<file path="config.mk">
export PLATFORM = sky130hd
export DESIGN_NAME = uart_tx_slave
export DESIGN_NICKNAME = d
export VERILOG_FILES = /design/src/rtl/MemoryBus.sv /design/src/rtl/uart_pkg.sv /design/src/rtl/uart_tx_fifo.sv /design/src/rtl/uart_tx_slave.sv
export SDC_FILE = /design/constraint.sdc
export NUM_CORES = 1
export LEC_CHECK = 0
export ABC_AREA = 1
export CAP_MARGIN = 30
export CORE_ASPECT_RATIO = 0.7
export CORE_UTILIZATION = 63
export DETAILED_ROUTE_END_ITERATION = 10
export GPL_ROUTABILITY_DRIVEN = 0
export GPL_TIMING_DRIVEN = 0
export PLACE_DENSITY_LB_ADDON = 0.25
export SYNTH_ARGS = -nofsm -noshare
export SYNTH_HDL_FRONTEND = slang
export SYNTH_HIERARCHICAL = 1
export SYNTH_SLANG_ARGS = --single-unit
</file>
<file path="constraint.sdc">
create_clock -name clk -period 5.44 [get_ports clk]
set_clock_uncertainty 0.05 [all_clocks]
set_input_delay 1.632 -clock clk [delete_from_list [all_inputs] [get_ports clk]]
set_output_delay 1.632 -clock clk [all_outputs]
set_load 0.02 [all_outputs]
</file>
<file path="src/rtl/MemoryBus.sv">
// MemoryBus: command/result structs shared by all memory-bus slaves
package MemoryBus;
  typedef struct packed {
    logic        start;
    logic        mem_read;
    logic [3:0]  mask_byte;
    logic [31:0] write_data;
  } Cmd;
  typedef struct packed {
    logic [31:0] data;
    logic        done;
  } Result;
endpackage

</file>
<file path="src/rtl/uart_pkg.sv">
// uart_pkg: register offsets, STATUS bit positions and serialiser states for uart_tx_slave
package uart_pkg;
  localparam int BAUD_W = 16;
  localparam logic [1:0] UART_REG_TXDATA = 2'd0;
  localparam logic [1:0] UART_REG_STATUS = 2'd1;
  localparam logic [1:0] UART_REG_BAUD = 2'd2;
  localparam logic [1:0] UART_REG_RSVD = 2'd3;
  localparam int STATUS_FULL = 0;
  localparam int STATUS_EMPTY = 1;
  localparam int STATUS_BUSY = 2;
  localparam int STATUS_COUNT_LSB = 8;
  typedef enum logic [2:0] {TX_IDLE, TX_START, TX_DATA, TX_PARITY, TX_STOP} tx_state_t;
endpackage

</file>
<file path="src/rtl/uart_tx_fifo.sv">
// uart_tx_fifo: synchronous show-ahead FIFO; push while full is accepted only alongside a pop
module uart_tx_fifo #(
  parameter int DEPTH = 16,
  parameter int W = 8,
  localparam int AW = $clog2(DEPTH)
) (
  input  logic         clk,
  input  logic         rst,
  input  logic         push_i,
  input  logic [W-1:0] wdata_i,
  input  logic         pop_i,
  output logic [W-1:0] rdata_o,
  output logic         full_o,
  output logic         empty_o,
  output logic [AW:0]  count_o
);
  logic [W-1:0] mem_q [DEPTH];
  logic [AW-1:0] wr_q, rd_q;
  logic [AW:0] count_q;
  logic do_push, do_pop;
  assign full_o = count_q == (AW+1)'(DEPTH);
  assign empty_o = count_q == '0;
  assign count_o = count_q;
  assign rdata_o = mem_q[rd_q];
  assign do_pop = pop_i && !empty_o;
  assign do_push = push_i && (!full_o || do_pop);
  // storage array, written on every accepted push
  always_ff @(posedge clk)
    if (do_push) mem_q[wr_q] <= wdata_i;
  // pointers wrap naturally because DEPTH is a power of two
  always_ff @(posedge clk)
    if (rst) begin
      wr_q <= '0;
      rd_q <= '0;
      count_q <= '0;
    end else begin
      if (do_push) wr_q <= wr_q + AW'(1);
      if (do_pop) rd_q <= rd_q + AW'(1);
      count_q <= count_q + (AW+1)'(do_push) - (AW+1)'(do_pop);
    end
endmodule

</file>
<file path="src/rtl/uart_tx_slave.sv">
// uart_tx_slave: memory-mapped 8N1 UART transmitter with TX FIFO; define UART_TX_PARITY_EN for an even parity bit
module uart_tx_slave import uart_pkg::*; #(
  parameter int FIFO_DEPTH = 16,
  parameter int BAUD_DIV_RESET = 433
) (
  input  logic             clk,
  input  logic             rst,
  input  logic [1:0]       bus_address,
  input  logic             write_enable,
  input  MemoryBus::Cmd    cmd,
  output MemoryBus::Result result,
  output logic             tx_o,
  output logic [7:0]       tx_byte_o,
  output logic             tx_byte_valid_o,
  output logic             irq_o
);
  localparam int CW = $clog2(FIFO_DEPTH) + 1;
  logic full, empty, push, pop, wr, rd, tx_wr, stall, bit_end, busy, done_d, done_q, pend_q;
  logic [CW-1:0] count;
  logic [7:0] rdata, push_data, pend_data_q, sh_q, txb_q;
  logic [31:0] status, data_d, data_q;
  logic [BAUD_W-1:0] baud_div_d, baud_div_q, baud_q, cnt_q;
  logic [2:0] bit_q;
  logic tx_q, vld_q, irq_q;
  tx_state_t state_q;
  logic unused_bits;
  assign unused_bits = ^{cmd.mem_read, cmd.mask_byte[3:2], cmd.write_data[31:16]};
  uart_tx_fifo #(.DEPTH(FIFO_DEPTH), .W(8)) u_fifo (
    .clk(clk), .rst(rst), .push_i(push), .wdata_i(push_data), .pop_i(pop),
    .rdata_o(rdata), .full_o(full), .empty_o(empty), .count_o(count)
  );
  // bus decode: a TXDATA write into a full FIFO parks in the pending slot until the serialiser pops
  always_comb begin
    wr = cmd.start && write_enable && !pend_q;
    rd = cmd.start && !write_enable && !pend_q;
    tx_wr = wr && bus_address == UART_REG_TXDATA && cmd.mask_byte[0];
    bit_end = cnt_q == baud_q;
    busy = state_q != TX_IDLE;
    pop = !empty && (state_q == TX_IDLE || (state_q == TX_STOP && bit_end));
    stall = tx_wr && full && !pop;
    push = (tx_wr && !stall) || (pend_q && pop);
    push_data = pend_q ? pend_data_q : cmd.write_data[7:0];
    done_d = (cmd.start && !pend_q && !stall) || (pend_q && pop);
    status = (32'(count) << STATUS_COUNT_LSB) | (32'(busy) << STATUS_BUSY) |
             (32'(empty) << STATUS_EMPTY) | (32'(full) << STATUS_FULL);
    data_d = (!rd || bus_address == UART_REG_RSVD) ? '0 :
             bus_address == UART_REG_STATUS ? status :
             bus_address == UART_REG_BAUD ? 32'(baud_div_q) : '0;
    baud_div_d = (wr && bus_address == UART_REG_BAUD) ?
                 {cmd.mask_byte[1] ? cmd.write_data[15:8] : baud_div_q[15:8],
                  cmd.mask_byte[0] ? cmd.write_data[7:0] : baud_div_q[7:0]} : baud_div_q;
  end
  // bus-side registers: response, pending write and divisor
  always_ff @(posedge clk)
    if (rst) begin
      done_q <= 1'b0;
      data_q <= '0;
      pend_q <= 1'b0;
      pend_data_q <= '0;
      baud_div_q <= BAUD_W'(BAUD_DIV_RESET);
    end else begin
      done_q <= done_d;
      data_q <= data_d;
      pend_q <= pend_q ? !pop : stall;
      if (stall) pend_data_q <= cmd.write_data[7:0];
      baud_div_q <= baud_div_d;
    end
  // serialiser: every state holds for baud_q+1 cycles; a pop from STOP restarts without an idle gap
  always_ff @(posedge clk)
    if (rst) begin
      state_q <= TX_IDLE;
      tx_q <= 1'b1;
      vld_q <= 1'b0;
      txb_q <= '0;
      sh_q <= '0;
      bit_q <= '0;
      cnt_q <= '0;
      baud_q <= '0;
      irq_q <= 1'b1;
    end else begin
      vld_q <= 1'b0;
      irq_q <= empty && !busy;
      cnt_q <= (bit_end || !busy) ? '0 : cnt_q + 1'b1;
      if (pop) begin
        state_q <= TX_START;
        tx_q <= 1'b0;
        vld_q <= 1'b1;
        txb_q <= rdata;
        sh_q <= rdata;
        baud_q <= baud_div_q;
        cnt_q <= '0;
      end else
        case (state_q)
          TX_START: if (bit_end) begin
            state_q <= TX_DATA;
            tx_q <= sh_q[0];
            sh_q <= sh_q >> 1;
            bit_q <= '0;
          end
          TX_DATA: if (bit_end) begin
            tx_q <= sh_q[0];
            sh_q <= sh_q >> 1;
            bit_q <= bit_q + 1'b1;
            if (bit_q == 3'd7) begin
`ifdef UART_TX_PARITY_EN
              state_q <= TX_PARITY;
              tx_q <= ^txb_q;
`else
              state_q <= TX_STOP;
              tx_q <= 1'b1;
`endif
            end
          end
          TX_PARITY: if (bit_end) begin
            state_q <= TX_STOP;
            tx_q <= 1'b1;
          end
          TX_STOP: if (bit_end) state_q <= TX_IDLE;
          default: state_q <= TX_IDLE;
        endcase
    end
  assign result.done = done_q;
  assign result.data = data_q;
  assign tx_o = tx_q;
  assign tx_byte_o = txb_q;
  assign tx_byte_valid_o = vld_q;
  assign irq_o = irq_q;
endmodule

</file>
After elaboration in Yosys (flattened, before gate mapping)
Memory sizes are Yosys's and may differ from the RTL's. A register that Yosys moved wholly into a read port is not among the register bits.
Cells that the tools add are included.
{ "totals": {"reg_bits": 128, "input_bits": 43, "elab_cells": 128, "mem_count": 1, "mem_bits_rw": 128} }
{ "classes": {"bitwise": 4, "add_sub_neg": 6, "reduce_logical": 51, "n_eq_ne": 20, "mux": 27} }
{ "memory_table": {"columns": ["name", "words", "word_bits", "read_ports", "rd_clocked_by_memory_dff", "write_ports", "line", "rtl"], "rows": [
  ["u_fifo.mem_q", 16, 8, 1, 1, 1, "uart_tx_fifo.sv:17", "logic [W-1:0] mem_q [DEPTH];"]
]} }
{ "op_table": {"columns": ["cell", "n"], "rows": [
  ["16-bit 2-to-1 mux", 2],
  ["8-bit 2-to-1 mux", 4],
  ["1-bit logical AND", 18],
  ["3-bit 2-to-1 mux", 6],
  ["16-bit by 1-bit adder with 16-bit output, second input constant", 1],
  ["16-bit == test", 1],
  ["3-bit != test, second input constant", 5],
  ["13-bit by 1-bit bitwise OR with 13-bit output", 1],
  ["13-bit by 2-bit bitwise OR with 13-bit output", 1],
  ["13-bit by 3-bit bitwise OR with 13-bit output", 1],
  ["3-bit one-hot mux with 4 select lines", 1],
  ["1-bit 2-to-1 mux", 10],
  ["2-bit != test, second input constant", 5],
  ["5-bit AND reduction", 2],
  ["4-bit by 1-bit adder with 4-bit output, second input constant", 2],
  ["1-bit logical NOT", 8],
  ["4-bit 2-to-1 mux", 2],
  ["4-bit AND reduction", 2],
  ["3-bit by 2-bit == test with 1-bit output, second input constant", 2],
  ["3-bit == test, second input constant", 2],
  ["1-bit logical OR", 6],
  ["3-bit one-hot mux with 2 select lines", 1],
  ["2-bit AND reduction", 3],
  ["2-bit nonzero test", 3],
  ["other kinds (16)", 19]
]} }

Logic depth before layout (Yosys ltp)
{ "logic_depth": {"word_depth": 12, "ltp_mapped": 23, "mapped_depth_nobuf": 23} }

Hierarchy
The synthesis kept the hierarchy.
{ "by_module_without_submodules": {"columns": ["module", "instances", "seq_area_each_um2", "cells_per_inst", "area_each_um2"], "rows": [
  ["uart_tx_fifo", 1, 4184.0, 650, 6466.2],
  ["uart_tx_slave", 1, 1981.9, 565, 4189.0]
]} }

Least setup slack after synthesis
OpenSTA, ideal clock, no wires.
{ "synth_path": {"kind": "input port to flip-flop", "startpoint": "input cmd[37] (netlist name)", "endpoint": "register u_fifo.count_q[4] (netlist: u_fifo/count_o[4])", "path_slack_ns": 1.490, "t_arrival_ns": 3.788, "required_ns": 5.277, "setup_ns": 0.113, "path_stages": 17, "cell_sequence": "nand3_1 inv_1 nand3_1 nor2_2 nand2_4 a21boi_1 nand2_2 ha_1 inv_1 ha_1 fa_1 nand2_1 nand2_1 a21oi_1 nand2_1 nand2_1 nor2_1"} }
{ "synth_via": {"elab_chain_cells": 12} }
{ "synth_rtl": {"columns": ["element", "line", "rtl"], "rows": [
  ["start, declared", "uart_tx_slave.sv:10", "input MemoryBus::Cmd cmd,"],
  ["1-bit logical AND (*) (2 in a row)", "uart_tx_slave.sv:34", "wr = cmd.start && write_enable && !pend_q;"],
  ["1-bit logical AND (*) (2 in a row)", "uart_tx_slave.sv:36", "tx_wr = wr && bus_address == UART_REG_TXDATA && cmd.mask_byte[0];"],
  ["1-bit logical AND (2 in a row)", "uart_tx_slave.sv:40", "stall = tx_wr && full && !pop;"],
  ["1-bit logical NOT", "uart_tx_slave.sv:41", "push = (tx_wr && !stall) || (pend_q && pop);"],
  ["1-bit logical AND (*)", "uart_tx_slave.sv:41", null],
  ["1-bit logical OR (*)", "uart_tx_slave.sv:41", null],
  ["via push", "uart_tx_slave.sv:18", "logic full, empty, push, pop, wr, rd, tx_wr, stall, bit_end, busy, done_d, done_q, pend_q;"],
  ["1-bit logical AND (*)", "uart_tx_fifo.sv:26", "assign do_push = push_i && (!full_o || do_pop);"],
  ["5-bit by 1-bit adder with 5-bit output (*)", "uart_tx_fifo.sv:39", "count_q <= count_q + (AW+1)'(do_push) - (AW+1)'(do_pop);"],
  ["5-bit by 1-bit subtractor with 5-bit output (*)", "uart_tx_fifo.sv:39", null],
  ["end signal, assigned", "uart_tx_fifo.sv:39", null],
  ["end, declared", "uart_tx_fifo.sv:19", "logic [AW:0] count_q;"]
]} }
Mark *: on every way through the listed nets, which the timed path passes. The rest lies on a longest branch.
A chain may end at the register's enable or synchronous reset.

Worst setup path in the final report
Same ends and word-level chain as after synthesis.

==> impl.org <==
** Drt
- In this run the remaining antenna-violating nets after routing total 0.
- The first detailed-routing pass ran for 6 iterations.
- Post-detailed-routing wire length :: 26200 µm
- Via count :: 8583
- After detailed routing, the average wire length per cell comes to 16.9 µm.
- Drc violations :: 0
- Vias per inst :: 5.55
- In this run, the number of DRC markers left after iteration 0 of detailed routing was 950.

** Layout
- Summing all non-filler instances in the final layout gives an area of 12200 µm².
- Growth of design area from synthesis to finish :: 14.9%
- Filler Cell Count :: 1176
- Leaving out fill and tap cells, the most frequent cell in the layout is nand2_1.
- Once layout is complete, the utilization of the core stands at 74.5%.
- In the final layout, the share of cells above drive strength 1 is 8.62%.
- # nets final :: 1364
- Highest-count cells in the layout ignoring fill and taps :: nand2_1 (334), inv_1 (189), nand3_1 (138), edfxtp_1 (128), dfxtp_1 (116)
- Number of antenna diodes :: 0
- Post-Layout Cell Count :: 1547

** Clocking
- Clock-pin slew was measured on the worst setup and hold paths at 0.06 ns.
- Clock latency on the worst-skew pair :: 0.52 ns
- Post-CTS timing repair inserted 0 buffers for setup.
- After clock tree synthesis, the flow added hold-fix buffers numbering 0.
- Counting along the longest clock path gives a buffer depth of 3.
- Post-CTS repair changed the size of 0 cells.
- CTS placed an instance of clkbuf_16 at the clock tree root.
- In this run the number of H-tree levels came out at 1.
- Inserted Clock Buffers :: 23
- TritonCTS built the clock tree.
- Number of clock sinks :: 244

** Floorplan
- The core region is 16400 µm².
- Area enclosed by the die boundary :: 17400 µm²
- From left edge to right edge, the die measures 157 µm.
- In this run the vertical extent of the chip is 111 µm.
- Boundary Pins :: 87
- Initial Util :: 64.8%
- Cell row count :: 39

** Yosys
- Summed over its instances, the top area cell type makes up 36.1% of the synthesized netlist area.
- Seq/Total Area, Yosys :: 57.9%
- The Yosys step of the flow raised 6 warnings.
- The average instance in the mapped netlist occupies 8.77 µm².
- Counting flops with an async set or reset pin after synthesis yields a share of 0%.
- Counting flops with a built-in enable in the synthesized netlist gives 128.
- edfxtp_1 takes more of the synthesized area than any other cell.
- Synthesized cell area :: 10700 µm²
- Unique cell type count in the Yosys netlist :: 40
- Yosys attributes the largest share of cell area to edfxtp_1 (36%), dfxtp_1 (22%), nand2_1 (12%).
- The synthesized design contains 244 register bits.
- Post-Syn Instances :: 1215
- For this run, the leading register cell type out of synthesis is edfxtp_1.

** Global route
- Global routing used 30.7% of the available tracks.
- The first global-routing pass estimated 40500 µm of wire.
- Total global routing overflow :: 0
- The number of antenna violations at the first check in global routing is 0.
- Entering global routing, the biggest net connects 17 pins.
- The number of global-route vias before repair is 7701.

** Place
- At the placement stage, the worst setup path has a slack of 0.378 ns.
- Port buffering added 51 buffers.
- # placed instances :: 1506
- Detailed placement finished with a half-perimeter wire length of 18300 µm.
- Cell Area, Placed :: 11500 µm²

** Power
- Sequential cells account for 38.5% of the total power.
- The analysis attributes to cell leakage a power of 0.00529 µW.
- Logic gate share of total power :: 32.8%
- Across the VDD grid, the largest voltage drop is 357 µV.
- Psw :: 1960 µW
- For this design the ratio of total power to cell area is 452 nW/µm².
- In this run, the clock network consumes 28.7% of the power.
- Pint :: 3580 µW
- Switching Share :: 35.4%

** Timing
- Time the worst path needs with I/O delays and setup :: 4.62 ns
- Measured against its own limit, the worst slew margin works out to 35.1%.
- Number of max-slew violations in the final report :: 0
- In the final timing run, aggregate negative setup slack is 0 ns.
- The final hold violation count came to 0.
- At the pin with the least slew margin, the transition time is 0.970 ns.
- Setup-failing EPs final :: 0
- Derived from the worst setup path, the maximum achievable clock frequency is 0.216 GHz.
- Dividing the final minimum period by the clock period gives 85.0%.
- RSZ-0062 raised after global routing :: false
- Across all setup checks in the final design, the least slack found is 0.817 ns.

** Setup path
- Worst Setup Path Type :: in2reg
- Data on the critical path arrives at its endpoint at 4.98 ns.
- Category of the worst setup path capture point :: flip-flop
- Worst Reg2Reg Path Length in Cells :: 20
- Type of origin of the critical path :: input port
- CP max FO :: 10
- For the worst setup path, the data required time is 5.80 ns.

** Run status
- Run status :: complete, no violations

** Job
- Max-cap violations :: 0

** Worst hold path
- Worst Hold Path Cells :: 2
- The tightest min-delay check is of the reg2reg type.
cells in the mapped netlist, types with 3 or more instances:
| cell type | count |
|---|---|
| buf_4 | 22 |
| buf_6 | 11 |
| nand4_1 | 5 |
| nand3_1 | 138 |
| nor2_2 | 3 |
| nand2_2 | 7 |
| dfxtp_1 | 116 |
| xor2_1 | 6 |
| nor3_1 | 5 |
| nand2_4 | 3 |
| o21ai_0 | 32 |
| edfxtp_1 | 128 |
| o22ai_1 | 25 |
| inv_2 | 10 |
| a21oi_1 | 42 |
| inv_1 | 189 |
| o211ai_1 | 4 |
| buf_2 | 17 |
| nor2_1 | 76 |
| clkbuf_1 | 7 |
| ha_1 | 14 |
| nand2_1 | 334 |
critical path: stages:
cell,delay (ns)
clkdlybuf4s50_1,0.45
nand3_1,0.11
inv_1,0.10
nand3_1,0.15
nor2_2,0.13
nand2_4,0.15
a21boi_1,0.56
nand2_2,0.18
ha_1,0.32
inv_1,0.04
ha_1,0.20
fa_1,0.40
nand2_1,0.10
nand2_1,0.06
a21oi_1,0.22
nand2_1,0.08
nand2_1,0.07
nor2_1,0.04
power groups by stage:
stage	Clock, µW	Combinational [µW]	Sequential (µW)
CTS	1590	1770	2130
finish	1590	1820	2130
floorplan	0	1210	2180
detailed placement	0	1750	2170
global placement	0	1700	2160
global route	1670	1990	2140
cell families (layout without fill, tap and decap cells):
logic type | after synthesis | in the layout | synth area share, %
and+or+nand+nor | 579 | 579 | 23.0
other | 1 | 16 | 0.0352
DFF | 244 | 244 | 57.9
buffers and inverters | 258 | 350 | 10.9
xor gates and xnor gates | 7 | 7 | 0.575
adders and majority gates | 15 | 15 | 1.83
AOI/OAI and AO/OA | 111 | 111 | 5.82
layer usage:
layer	global-route usage [%]	vias up	part of all wire (%)
met3	7.78	59	13
met4	8.16	0	2.4
li1	-	4039	-
met2	45.1	517	43
met5	0	-	0
met1	45.3	3968	42
path summary, 6_finish.rpt:
path	slack (ns)	endpoint	from
worst min-delay path	0.41	tx_byte_o[1]$_SDFFE_PP0N_	tx_byte_o[1]$_SDFFE_PP0N_
worst max register to register	1.28	u_fifo/count_o[4]$_SDFF_PP0_	u_fifo/count_o[2]$_SDFF_PP0_
worst min register to register	0.41	tx_byte_o[1]$_SDFFE_PP0N_	tx_byte_o[1]$_SDFFE_PP0N_
worst max-delay path	0.82	u_fifo/count_o[4]$_SDFF_PP0_	cmd[37]
stage by stage:
stage	hold slack (ns)	power, µW
CTS	0.409	5500
detailed placement	0.401	3920
floorplan	0.379	3390
finish	0.406	5540
global placement	0.395	3860
global route	0.416	5800
area by class of cell:
type	instances	area [µm²]	area share (%)
repair buffers	51	510	4.17
multi-input cells	728	3390	27.7
well taps	225	282	2.30
inverters	200	751	6.13
flip-flops and latches	244	6170	50.3
clock buffers	32	649	5.30
clock inverters	9	95.1	0.776
plain buffers	58	405	3.31
registers in the layout, indices dropped and copies added (netlist names), 3 cells and up, named ones only:
register        flops
u_fifo/mem_q      128
baud_div_q         16
baud_q             16
cnt_q              16
data_q             16
pend_data_q         8
sh_q                8
tx_byte_o           8
u_fifo/count_o      5
u_fifo/rd_q         4
u_fifo/wr_q         4
bit_q               3
state_q             3
Power figures use the tool's default switching activity.
